<file path="src/rtl/vga_timing_pkg.sv">
// Shared timing constants and types for the VGA pixel-timing generator.
// Defaults describe 640x480 at 60 Hz with a 25 MHz pixel clock.
package vga_timing_pkg;

    // Horizontal timing, in pixel clocks.
    localparam int H_VISIBLE_DEF = 640;
    localparam int H_FP_DEF      = 16;
    localparam int H_SYNC_DEF    = 96;
    localparam int H_BP_DEF      = 48;

    // Vertical timing, in lines.
    localparam int V_VISIBLE_DEF = 480;
    localparam int V_FP_DEF      = 10;
    localparam int V_SYNC_DEF    = 2;
    localparam int V_BP_DEF      = 33;

    // Largest count a 10-bit coordinate can span.
    localparam int COORD_SPAN    = 1024;

    // Maximum number of delay stages on the sync outputs.
    localparam int SYNC_DLY_MAX  = 4;

    typedef logic [9:0] coord_t;

    // Total length of a line or frame from its four timing segments.
    function automatic int line_total(input int visible, input int fp,
                                      input int sync, input int bp);
        return visible + fp + sync + bp;
    endfunction

    localparam int H_TOTAL_DEF = line_total(H_VISIBLE_DEF, H_FP_DEF, H_SYNC_DEF, H_BP_DEF);
    localparam int V_TOTAL_DEF = line_total(V_VISIBLE_DEF, V_FP_DEF, V_SYNC_DEF, V_BP_DEF);

endpackage

</file>
<file path="src/rtl/vga_sync_delay.sv">
// Fixed-depth shift register that delays the raw sync levels so they line
// up with the drawing stage's registered RGB. Depth 0 is a plain wire.
module vga_sync_delay #(
    parameter int               WIDTH   = 2,
    parameter int               DEPTH   = 1,
    parameter logic [WIDTH-1:0] RST_VAL = '0
) (
    input  logic             clk_i,
    input  logic             rst_n_i,
    input  logic [WIDTH-1:0] data_i,
    output logic [WIDTH-1:0] data_o
);

    if (DEPTH == 0) begin : g_bypass
        // Clock and reset have no load when there are no stages.
        logic unused_clk_rst;
        assign unused_clk_rst = clk_i ^ rst_n_i;
        assign data_o         = data_i;
    end else begin : g_stages
        logic [WIDTH-1:0] stage_q [DEPTH];

        // Shift the sync levels one stage per pixel clock.
        // NOTE: every stage is reset, not just the first, so a reset flushes
        // any partial sync pulse already in flight.
        always_ff @(posedge clk_i or negedge rst_n_i) begin
            if (!rst_n_i) begin
                for (int i = 0; i < DEPTH; i++) begin
                    stage_q[i] <= RST_VAL;
                end
            end else begin
                stage_q[0] <= data_i;
                for (int i = 1; i < DEPTH; i++) begin
                    stage_q[i] <= stage_q[i-1];
                end
            end
        end

        assign data_o = stage_q[DEPTH-1];
    end

endmodule

</file>
<file path="src/rtl/vga_timing_gen.sv">
// Free-running VGA pixel-timing generator. Produces the pixel coordinates,
// the display-enable flag, line/frame/vblank strobes and a frame counter,
// all registered and coincident with DrawX/DrawY, plus HS/VS delayed by
// SYNC_DLY clocks to match the downstream RGB register.
module vga_timing_gen
    import vga_timing_pkg::*;
#(
    parameter int   H_VISIBLE   = H_VISIBLE_DEF,
    parameter int   H_FP        = H_FP_DEF,
    parameter int   H_SYNC      = H_SYNC_DEF,
    parameter int   H_BP        = H_BP_DEF,
    parameter int   V_VISIBLE   = V_VISIBLE_DEF,
    parameter int   V_FP        = V_FP_DEF,
    parameter int   V_SYNC      = V_SYNC_DEF,
    parameter int   V_BP        = V_BP_DEF,
    parameter logic SYNC_ACTIVE = 1'b0,
    parameter int   SYNC_DLY    = 1
) (
    input  logic       vga_clk,
    input  logic       reset_n,
    output coord_t     DrawX,
    output coord_t     DrawY,
    output logic       blank,
    output logic       hs,
    output logic       vs,
    output logic       line_start,
    output logic       frame_start,
    output logic       vblank_start,
    output logic [7:0] frame_count
);

    localparam int H_TOTAL = line_total(H_VISIBLE, H_FP, H_SYNC, H_BP);
    localparam int V_TOTAL = line_total(V_VISIBLE, V_FP, V_SYNC, V_BP);

    if (H_TOTAL > COORD_SPAN) begin : g_err_h_total
        $error("vga_timing_gen: H_TOTAL %0d exceeds %0d", H_TOTAL, COORD_SPAN);
    end
    if (V_TOTAL > COORD_SPAN) begin : g_err_v_total
        $error("vga_timing_gen: V_TOTAL %0d exceeds %0d", V_TOTAL, COORD_SPAN);
    end
    if (SYNC_DLY < 0 || SYNC_DLY > SYNC_DLY_MAX) begin : g_err_sync_dly
        $error("vga_timing_gen: SYNC_DLY %0d outside 0..%0d", SYNC_DLY, SYNC_DLY_MAX);
    end

    // Last count of each axis; the counters wrap to zero from here.
    localparam coord_t H_LAST = coord_t'(H_TOTAL - 1);
    localparam coord_t V_LAST = coord_t'(V_TOTAL - 1);
    localparam coord_t V_VIS_Y = coord_t'(V_VISIBLE);

    // Region bounds are one bit wider than a coordinate so a window ending
    // exactly at 1024 still compares correctly.
    localparam logic [10:0] H_VIS_END = 11'(H_VISIBLE);
    localparam logic [10:0] HS_BEGIN  = 11'(H_VISIBLE + H_FP);
    localparam logic [10:0] HS_END    = 11'(H_VISIBLE + H_FP + H_SYNC);
    localparam logic [10:0] V_VIS_END = 11'(V_VISIBLE);
    localparam logic [10:0] VS_BEGIN  = 11'(V_VISIBLE + V_FP);
    localparam logic [10:0] VS_END    = 11'(V_VISIBLE + V_FP + V_SYNC);

    coord_t     x_q, x_d;
    coord_t     y_q, y_d;
    logic       blank_q, blank_d;
    logic       line_start_q, line_start_d;
    logic       frame_start_q, frame_start_d;
    logic       vblank_start_q, vblank_start_d;
    logic       hs_raw_q, hs_raw_d;
    logic       vs_raw_q, vs_raw_d;
    logic [7:0] frame_count_q, frame_count_d;
    logic [1:0] sync_dly;

    // Advance the pixel position: column every clock, row on column wrap.
    // NOTE: each output is given a value before any branch, so no path
    // through the block can leave a latch behind.
    always_comb begin
        x_d = x_q + coord_t'(1);
        y_d = y_q;
        if (x_q == H_LAST) begin
            x_d = '0;
            y_d = (y_q == V_LAST) ? '0 : y_q + coord_t'(1);
        end
    end

    // Decode the upcoming position so the registered flags land on the
    // same edge as the coordinates they describe.
    always_comb begin
        blank_d        = ({1'b0, x_d} < H_VIS_END) && ({1'b0, y_d} < V_VIS_END);
        line_start_d   = (x_d == '0);
        frame_start_d  = line_start_d && (y_d == '0);
        vblank_start_d = line_start_d && (y_d == V_VIS_Y);
        hs_raw_d       = (({1'b0, x_d} >= HS_BEGIN) && ({1'b0, x_d} < HS_END))
                         ? SYNC_ACTIVE : ~SYNC_ACTIVE;
        // The row only moves on the column wrap, so this is line-granular.
        vs_raw_d       = (({1'b0, y_d} >= VS_BEGIN) && ({1'b0, y_d} < VS_END))
                         ? SYNC_ACTIVE : ~SYNC_ACTIVE;
        frame_count_d  = frame_count_q + 8'(frame_start_d);
    end

    // Timing state register; reset parks the counters one clock before the
    // first pixel so the first edge after release starts a frame.
    // NOTE: sequential state uses non-blocking assignment so every register
    // samples the pre-edge values of the others.
    always_ff @(posedge vga_clk or negedge reset_n) begin
        if (!reset_n) begin
            x_q            <= H_LAST;
            y_q            <= V_LAST;
            blank_q        <= 1'b0;
            line_start_q   <= 1'b0;
            frame_start_q  <= 1'b0;
            vblank_start_q <= 1'b0;
            hs_raw_q       <= ~SYNC_ACTIVE;
            vs_raw_q       <= ~SYNC_ACTIVE;
            frame_count_q  <= '0;
        end else begin
            x_q            <= x_d;
            y_q            <= y_d;
            blank_q        <= blank_d;
            line_start_q   <= line_start_d;
            frame_start_q  <= frame_start_d;
            vblank_start_q <= vblank_start_d;
            hs_raw_q       <= hs_raw_d;
            vs_raw_q       <= vs_raw_d;
            frame_count_q  <= frame_count_d;
        end
    end

    vga_sync_delay #(
        .WIDTH   (2),
        .DEPTH   (SYNC_DLY),
        .RST_VAL ({2{~SYNC_ACTIVE}})
    ) u_sync_delay (
        .clk_i   (vga_clk),
        .rst_n_i (reset_n),
        .data_i  ({hs_raw_q, vs_raw_q}),
        .data_o  (sync_dly)
    );

    assign DrawX        = x_q;
    assign DrawY        = y_q;
    assign blank        = blank_q;
    assign line_start   = line_start_q;
    assign frame_start  = frame_start_q;
    assign vblank_start = vblank_start_q;
    assign frame_count  = frame_count_q;
    assign hs           = sync_dly[1];
    assign vs           = sync_dly[0];

endmodule

</file>
<file path="config.mk">
export PLATFORM = sky130hd
export DESIGN_NAME = vga_timing_gen
export DESIGN_NICKNAME = d
export VERILOG_FILES = /design/src/rtl/vga_timing_pkg.sv /design/src/rtl/vga_sync_delay.sv /design/src/rtl/vga_timing_gen.sv
export SDC_FILE = /design/constraint.sdc
export NUM_CORES = 1
export LEC_CHECK = 0
export CAP_MARGIN = 30
export CELL_PAD_IN_SITES_DETAIL_PLACEMENT = 0
export CELL_PAD_IN_SITES_GLOBAL_PLACEMENT = 1
export CORE_MARGIN = 2
export CORE_UTILIZATION = 41
export DETAILED_ROUTE_END_ITERATION = 7
export HOLD_SLACK_MARGIN = 0.06
export PLACE_DENSITY_LB_ADDON = 0.1
export REMOVE_ABC_BUFFERS = 1
export SYNTH_ARGS = -nofsm -noshare
export SYNTH_HDL_FRONTEND = slang
export SYNTH_SLANG_ARGS = --single-unit
</file>
<file path="constraint.sdc">
create_clock -name vga_clk -period 8.6 [get_ports vga_clk]
set_input_delay 0.86 -clock vga_clk [delete_from_list [all_inputs] [get_ports vga_clk]]
set_output_delay 0.86 -clock vga_clk [all_outputs]
set_load 0.01 [all_outputs]
</file>
==> impl_metrics.json <==
{
  "run_status": "completed",
  "timing.hold.worst.start": "hs_raw_q",
  "worstSetupPathType": "reg2reg",
  "chipHeight_um": 73.02,
  "synth_top_family_by_area": "simple AND/OR/NAND/NOR gates",
  "async_reset_ff_share_pct": 100.0,
  "floorplan.rows": 25,
  "number_of_cells_upsized_or_downsized_after_cts": 0,
  "clkLatencyLatePin_ns": 0.28,
  "gr-usage-all-layers_pct": 17.26,
  "grt_most_used_layer": "met2",
  "portBuffers": 35,
  "grt_pass1_vias": 1494,
  "hp-class": "reg2reg",
  "first_iter_violations": 81,
  "static-leakage-power_nw": 1.022,
  "core_region_area_um2": 4661,
  "die_width_um": 73.02,
  "cts.reportedPaths.clkPinSlew_ns": 0.07,
  "vdd_ir_drop_max_mv": 0.05382,
  "layout-drive-gt1-share_pct": 13.78,
  "final.min_clock_period_ns": 3.707,
  "grt_start_max_net_pins": 37,
  "endpoints_failing_hold": 0,
  "cts_inserted_buffers": 5,
  "cts_max_level": 2,
  "postRouteAntennaNets": 0,
  "ys_seq_elements": 36,
  "timing.final.crit_share_pct": 43.10,
  "worst_slew_pin_slew_ns": 0.6842,
  "synthMuxAreaShare_pct": 0.5125,
  "globalRoute.totalOverflow": 0,
  "initial_utilization_pct": 41.91,
  "post_synth_xor_area_fraction_pct": 10.31,
  "grt_first_pass_wirelength_um": 7141,
  "grt_use_met3_pct": 4.282,
  "gp_routability_congestion": 0.8847,
  "worst_path_max_fanout": 13,
  "first_pass_iters": 4,
  "dpl.hpwl_um": 3115,
  "r2r_start": "DrawX[0]",
  "synth-compound-area-share_pct": 11.60,
  "seq_total_area_yosys_pct": 47.02,
  "nNetsFinal": 232,
  "clock-skew-final_ns": 0.006771,
  "finalPower_w": 0.0003040,
  "unrepaired_setup_endpoints_after_global_routing": "false",
  "timing.final.max_slew_violations": 0,
  "synth_simple_gate_area_share_pct": 23.32,
  "syn-cell-area_um2": 1953,
  "clock_tree.root_cell": "clkbuf_8",
  "grt_antenna_before_repair": 0,
  "detail_route.drc_violations": 0,
  "syn_inst": 191,
  "yosys.area_share.adder_pct": 3.844,
  "crit_start": "DrawX[0]",
  "drv.max_cap_violation_count": 0,
  "area_of_the_die_um2": 5332,
  "fin_setup_tns_ns": 0,
  "power_density_nw_per_um2": 124.9,
  "use_met2_pct": 27.83,
  "reg2reg_slack_ns": 4.89,
  "synth.distinct_cells": 43,
  "areaGrowthSynthToFinish_pct": 24.66,
  "timing.final.setup_violations": 0,
  "max-slew-margin-rel_pct": 54.04,
  "cts_hold_buf": 0,
  "max-clock-path-buffers": 2,
  "tritoncts_clock_tree": "yes",
  "postSynthAreaPerCell_um2": 10.23,
  "worst-endpoint-arrival_ns": 3.88,
  "viasPerCell": 5.649,
  "total_number_of_vias": 1576,
  "kind_of_launch_point_of_the_worst_setup_path": "flop",
  "synthesis.yosys.warnings": 0,
  "cts_sinks": 36,
  "timing.fmax_ghz": 0.2698,
  "wl_cell_um": 15.47,
  "ys.flop_type": "dfrtp_1",
  "cts_setup_buffers": 0,
  "worstSetupEndpointType": "flop",
  "floorplan.io_pins": 36,
  "wl_um": 4317,
  "antenna_cells": 0,
  "synth_enable_flop_cells": 0,
  "critical_path_required_ns": 8.77,
  "grt_util_met1_pct": 23.06
}
## worst max-delay path, cell delays in order (launching register included)
cell and delay, ns:
dfstp_2 0.58, ha_1 0.31, nand4_4 0.18, nor4_4 0.54, nor2_1 0.14, or4_4 0.57
nor4_2 0.29, and3_1 0.22, ha_1 0.18, ha_1 0.18, and3_1 0.18, nand3_1 0.09
xnor2_1 0.13
## stage by stage
stage               hold slack [ns]  cells  utilization [%]  area, µm²  setup WS (ns)
floorplan                    0.3452    181                -       1909          5.211
global placement             0.3462    271            50.09       2335          4.943
detailed placement           0.3510    271            50.09       2335          4.861
CTS                          0.3615    279            52.24       2435          4.856
global route                 0.3657    279            52.24       2435          4.631
finish                       0.3591    279            52.24       2435          4.893
## path summary, 6_finish.rpt
kind / to / depth (start not counted)
max reg2reg: frame_count[6] / 12
min reg2reg: u_sync_delay.data_o[1] / 0
max: frame_count[6] / 12
max in group asynchronous: u_sync_delay.data_o[0] / 2
min: u_sync_delay.data_o[1] / 0
min in group asynchronous: frame_count[4] / 2
## per-layer routing
metal  share of wire (%)  up-vias
met5                   0        -
li1                    -      759
met4                0.37        0
met1                  45      763
met2                  49       52
met3                 5.9        2
## cells in the final DEF, fill, tap and decap left out, drive strengths merged, types with 6 or more instances in the layout
cell and count:
a31oi 6, clkbuf 8, clkdlybuf4s50 35, dfrtp 22, dfstp 14, ha 6, inv 6, nand2 16
nand3 10, nand4 6, nor2 12, nor3 13, o21ai 12, xnor2 14, xor2 9
## cell families after synthesis
| family | Yosys count |
|---|---|
| xor gates and xnor gates | 23 |
| AOI/OAI and AO/OA | 33 |
| and+or+nand+nor | 76 |
| DFF | 36 |
| adders and majority gates | 6 |
| muxes | 1 |
| buffers and inverters | 16 |
## where the power goes
group	switching (W)	total (W)	internal, W
combinational	0.00000320	0.00000389	0.000000692
sequential	0	0.000170	0.000170
clock	0.0000574	0.000131	0.0000731
total	0.0000606	0.000304	0.000243
## Yosys cell counts (2+ instances only)
cell type / number / area [µm²]
a211oi_1: 4 / 30.03
a31oi_1: 6 / 37.54
and3_1: 4 / 25.02
and4_1: 2 / 17.52
buf_2: 5 / 25.02
clkbuf_1: 5 / 18.77
dfrtp_1: 22 / 550.5
dfstp_2: 14 / 367.9
ha_1: 6 / 75.07
inv_1: 6 / 22.52
nand2_1: 16 / 60.06
nand3_1: 10 / 50.05
nand4_1: 5 / 31.28
nand4b_1: 2 / 17.52
nor2_1: 12 / 45.04
nor3_1: 13 / 65.06
o21ai_0: 12 / 60.06
xnor2_1: 14 / 122.6
xor2_1: 9 / 78.83
## sequential cells by signal (all words and copies together) (netlist names)
name / count
DrawX: 10
DrawY: 10
frame_count: 8
u_sync_delay.data_o: 2
blank: 1
frame_start: 1
hs_raw_q: 1
line_start: 1
vblank_start: 1
vs_raw_q: 1
## final cells by class
type | instances | area [µm²]
Clock buffer | 8 | 100.1
Fill cell | 401 | 2226
Inverter | 6 | 22.52
Multi-Input combinational cell | 139 | 968.4
Sequential cell | 36 | 918.4
Tap cell | 54 | 67.56
Timing Repair Buffer | 36 | 357.8
(Power assumes the default switching activity.)
==> edit 1, RTL diff (same flow settings) <==
`SYNC_ACTIVE`: 1'b0 -> 1'b1.
--- a/src/rtl/vga_timing_gen.sv
+++ b/src/rtl/vga_timing_gen.sv
@@ -14,5 +14,5 @@
     parameter int   V_SYNC      = V_SYNC_DEF,
     parameter int   V_BP        = V_BP_DEF,
-    parameter logic SYNC_ACTIVE = 1'b0,
+    parameter logic SYNC_ACTIVE = 1'b1,
     parameter int   SYNC_DLY    = 1
 ) (
Behaviour: not the same (a bounded check fails within 4 cycles, from zero or initial values and one cycle with reset_n low).
==> edit 1 against the original RTL <==
  * Worst setup slack got worse by 360 ps
  * Sequential cell count unchanged
  * Wire length up 0.74%
  * Clock skew is 1.0 ps lower
  * Global-route usage grew 1.0 points
  * Design area up 0.21%
  * Synthesized cell count decreased by 1.0%
  * Power grew 5.8%
  * Sequential share of layout area down 0.28 points
  * Non-clock buffer count stayed put
  * Largest cell class unchanged
  * Critical path type unchanged
  * Area after synthesis is 0.45% lower
  * Final cell count fell by 0.36%
==> edit 1: results <==
{
  "relSlewSlack": 0.563,
  "outcome": "finished clean",
  "grt_pass1_wl_mm": 7.53,
  "leakage_nw": 1.01,
  "yosys-top-cells-count": "26 x dfrtp_1, 17 x nand2_1, 14 x o21ai_0, 14 x xnor2_1, 12 x nor2_1",
  "yosys-top-cells-area": "dfrtp_1 33%, dfstp_2 14%, xnor2_1 6.3%",
  "drive_above_1_share": 0.121,
  "nets": 231,
  "switchingPower_mw": 0.0656,
  "grt_use_total": 0.183,
  "placed_area_um2": 2330,
  "skew_ps": 5.75,
  "ys_seq_area_frac": 0.470,
  "num_vias": 1579,
  "ys_types": 42,
  "portBuffers": 35,
  "dpl_worst_slack_ps": 4520,
  "hold_ws_ps": 352,
  "wire_per_inst_um": 15.6,
  "grt_max_degree": 37,
  "hp-start": "hs_raw_q",
  "irDropWorstVdd_mv": 0.0908,
  "r2r_end": "frame_count[6]",
  "numCtsBuffers": 5,
  "fmax_ghz": 0.246,
  "gp_congestion": 0.873,
  "crit_arrival_ps": 4240,
  "hold_end": "u_sync_delay.data_o[1]",
  "drt_iter0_drc": 72,
  "dp_hpwl_mm": 3.16
}
==> edit 1: changes by cell type after synthesis, sizes merged, moves of 2 or more <==
cell,before,now
dfrtp,22,26
dfstp,14,10
buf,5,3
nor4b,0,2
o21ai,12,14
or3,0,2
==> edit 1: power by group through the flow <==
stage               registers (mW)    logic, mW  clock network (mW)
finish                       0.169      0.00384               0.149
floorplan                    0.173  0.000000368                   0
detailed placement           0.173      0.00428                   0
global placement             0.173      0.00409                   0
CTS                          0.169      0.00426               0.153
global route                 0.169      0.00465               0.162
==> edit 1: critical path: cells and delay by family, from the launching register on <==
kind,cells,cell delay [ps]
simple gates,8,2500
fa+ha+maj,3,720
flops,1,580
xor+xnor,1,140
==> edit 1: through the flow <==
stage               cells  power (mW)
finish                278       0.322
global route          278       0.336
CTS                   278       0.327
detailed placement    270       0.177
global placement      270       0.177
floorplan             180       0.173
==> edit 1: layout make-up <==
cell class	instances	area, µm²
clock buffer	6	72.6
clock inverter	2	35.0
fill	430	2220
inverter	6	22.5
multi-input combinational	138	971
sequential	36	913
tap	54	67.6
timing repair buffer	36	358
==> edit 1: cell families after synthesis <==
| logic type | Yosys count | synth area share |
|---|---|---|
| fa+ha+maj | 6 | 0.0386 |
| simple gates | 76 | 0.241 |
| buf+inv | 15 | 0.0309 |
| mux | 1 | 0.00515 |
| flops | 36 | 0.470 |
| xor+xnor | 23 | 0.104 |
| compound gates | 32 | 0.111 |
==> edit 1: routing by layer <==
metal / part of all wire / vias to the layer above / global-route usage
met5: 0 / - / 0
met2: 0.49 / 51 / 0.283
met3: 0.040 / 11 / 0.0401
met4: 0.021 / 0 / 0.0761
met1: 0.45 / 772 / 0.247
li1: - / 745 / -
==> edit 2, RTL diff (same settings) <==
Without the edit above. Put a register stage on the outputs `hs` and `vs`, with the module's reset. The values now appear one clock later. The other outputs are not delayed to match.
--- a/src/rtl/vga_timing_gen.sv
+++ b/src/rtl/vga_timing_gen.sv
@@ -141,6 +141,13 @@
     assign vblank_start = vblank_start_q;
     assign frame_count  = frame_count_q;
-    assign hs           = sync_dly[1];
-    assign vs           = sync_dly[0];
+    always_ff @(posedge vga_clk or negedge reset_n) begin
+        if (!reset_n) begin
+            hs <= '0;
+            vs <= '0;
+        end else begin
+            hs <= sync_dly[1];
+            vs <= sync_dly[0];
+        end
+    end
 
 endmodule
Function: changed (a bounded check fails within 4 cycles, from zero or initial values and one cycle with reset_n low).
==> edit 2 against the original RTL <==
  * Wire length grew 1.3%
  * Non-clock buffer count is the same
  * Worst setup slack lost 64 ps
  * Clock power shrank 13%
  * Design area grew 1.8%
  * Sequential cell count grew 2
  * Power shrank 2.4%
  * Area after synthesis grew 2.6%
==> edit 2: results <==
{
  "numCtsBuffers": 5,
  "holdPathStages": 0,
  "r2r_end": "frame_count[6]",
  "dp_hpwl_mm": 3.24,
  "yosys-top-cells-area": "dfrtp_1 30%, dfstp_2 18%, xnor2_1 6.1%",
  "irDropWorstVdd_mv": 0.0559,
  "synthMuxAreaShare": 0.00500,
  "r2r_slack_ps": 4830,
  "grt_pass1_vias": 1511,
  "hp-start": "hs_raw_q",
  "antenna_found_initial": 0,
  "drt_iter0_drc": 118,
  "use_met3": 0.0398,
  "clockBufferDepth": 2,
  "ys_async_sr_fraction": 1.00,
  "gr-usage-met1": 0.237,
  "ys_seq_area_frac": 0.483,
  "rr_worst_depth": 12,
  "synth_fa_ha_area_frac": 0.0375,
  "synth_warnings": 0,
  "via_per_inst": 5.43,
  "grt_use_total": 0.176,
  "grt_max_degree": 39,
  "met2_usage": 0.274,
  "ys_types": 43,
  "gp_congestion": 0.880,
  "yosys-top-cells-count": "24 x dfrtp_1, 16 x nand2_1, 14 x dfstp_2, 14 x xnor2_1, 13 x nor3_1",
  "routed_wl_mm": 4.37,
  "relSlewSlack": 0.515,
  "synth_top_family_by_area": "simple AND/OR/NAND/NOR gates",
  "clkTransAtPathRegs_ps": 70,
  "hp-class": "reg2reg",
  "synth-xor-area-share": 0.101,
  "nets": 234,
  "crit_arrival_ps": 3940,
  "portBuffers": 35,
  "post-cts-setup-buffers": 0,
  "drive_above_1_share": 0.137,
  "cts_root_buf": "clkbuf_8",
  "netSwitchingFraction": 0.211,
  "outcome": "finished clean",
  "cts_resized": 0,
  "antenna_cells": 0,
  "setup_viol": 0,
  "synthCells": 193,
  "cts.htree.levels": 2,
  "wire_per_inst_um": 14.9,
  "grt_pass1_wl_mm": 7.25,
  "first_pass_iters": 4,
  "leakage_nw": 1.03,
  "clock_latency_ps": 290,
  "regToRegStartpoint": "DrawX[0]",
  "synth-compound-area-share": 0.113,
  "skew_ps": 10.4,
  "placed_cells": 286,
  "worstPathMaxFanout": 13,
  "hold_end": "u_sync_delay.data_o[1]"
}
-- edit 2: layout make-up --
cell class / count / area, µm²
flip-flops and latches: 38 / 968
clock inverters: 2 / 10.0
inverters: 6 / 22.5
fillers: 432 / 2240
clock buffers: 5 / 68.8
repair buffers: 36 / 358
multi-input cells: 139 / 968
well taps: 67 / 83.8
-- edit 2: per-stage QoR --
| stage | setup WS, ps | hold WS, ps | util | instance area, µm² |
|---|---|---|---|---|
| after floorplan | 5210 | 345 | - | 1960 |
| after global placement | 4940 | 347 | 0.508 | 2400 |
| after detailed placement | 4810 | 347 | 0.508 | 2400 |
| after CTS | 4800 | 358 | 0.525 | 2480 |
| after global routing | 4460 | 360 | 0.525 | 2480 |
| final | 4830 | 357 | 0.525 | 2480 |
-- edit 2: worst max-delay path by stage --
stage	from	to	slack (ps)	cells after the start
final	DrawX[0]	frame_count[6]	4830	12
after global placement	DrawX[0]	frame_count[6]	4940	12
after global routing	DrawX[0]	frame_count[6]	4460	12
after detailed placement	DrawX[0]	frame_count[6]	4810	12
after floorplan	DrawX[0]	frame_count[6]	5210	12
after CTS	DrawX[0]	frame_count[6]	4800	12
-- edit 2: kinds of logic (layout without fill, tap and decap cells) --
group | Yosys count | in the layout
buffers and inverters | 16 | 49
XOR/XNOR | 23 | 23
multiplexers | 1 | 1
AO/OA/AOI/OAI | 33 | 33
AND/OR/NAND/NOR | 76 | 76
flip-flops | 38 | 38
adder cells (fa/ha/maj) | 6 | 6
-- edit 2: metal layers --
layer,vias to the layer above,wire (µm)
met2,40,2040
met5,-,0
met4,0,61
met3,7,186
met1,780,2080
li1,763,-
-- edit 2: worst max-delay path, cell delays in order (launching register included) --
cell and delay [ps]:
dfstp_2 580, ha_1 320, nand4_4 180, nor4_4 570, nor2_1 140, or4_4 570, nor4_2 290, and3_1 200
ha_1 190, ha_1 190, and3_1 190, nand3_1 100, xnor2_1 140
-- edit 2: power groups by stage --
stage	Sequential, mW	Clock (mW)	Combinational, mW
floorplan	0.182	0	0.000000397
global placement	0.182	0	0.00425
detailed placement	0.182	0	0.00441
CTS	0.179	0.118	0.00439
global route	0.179	0.125	0.00481
finish	0.179	0.114	0.00396
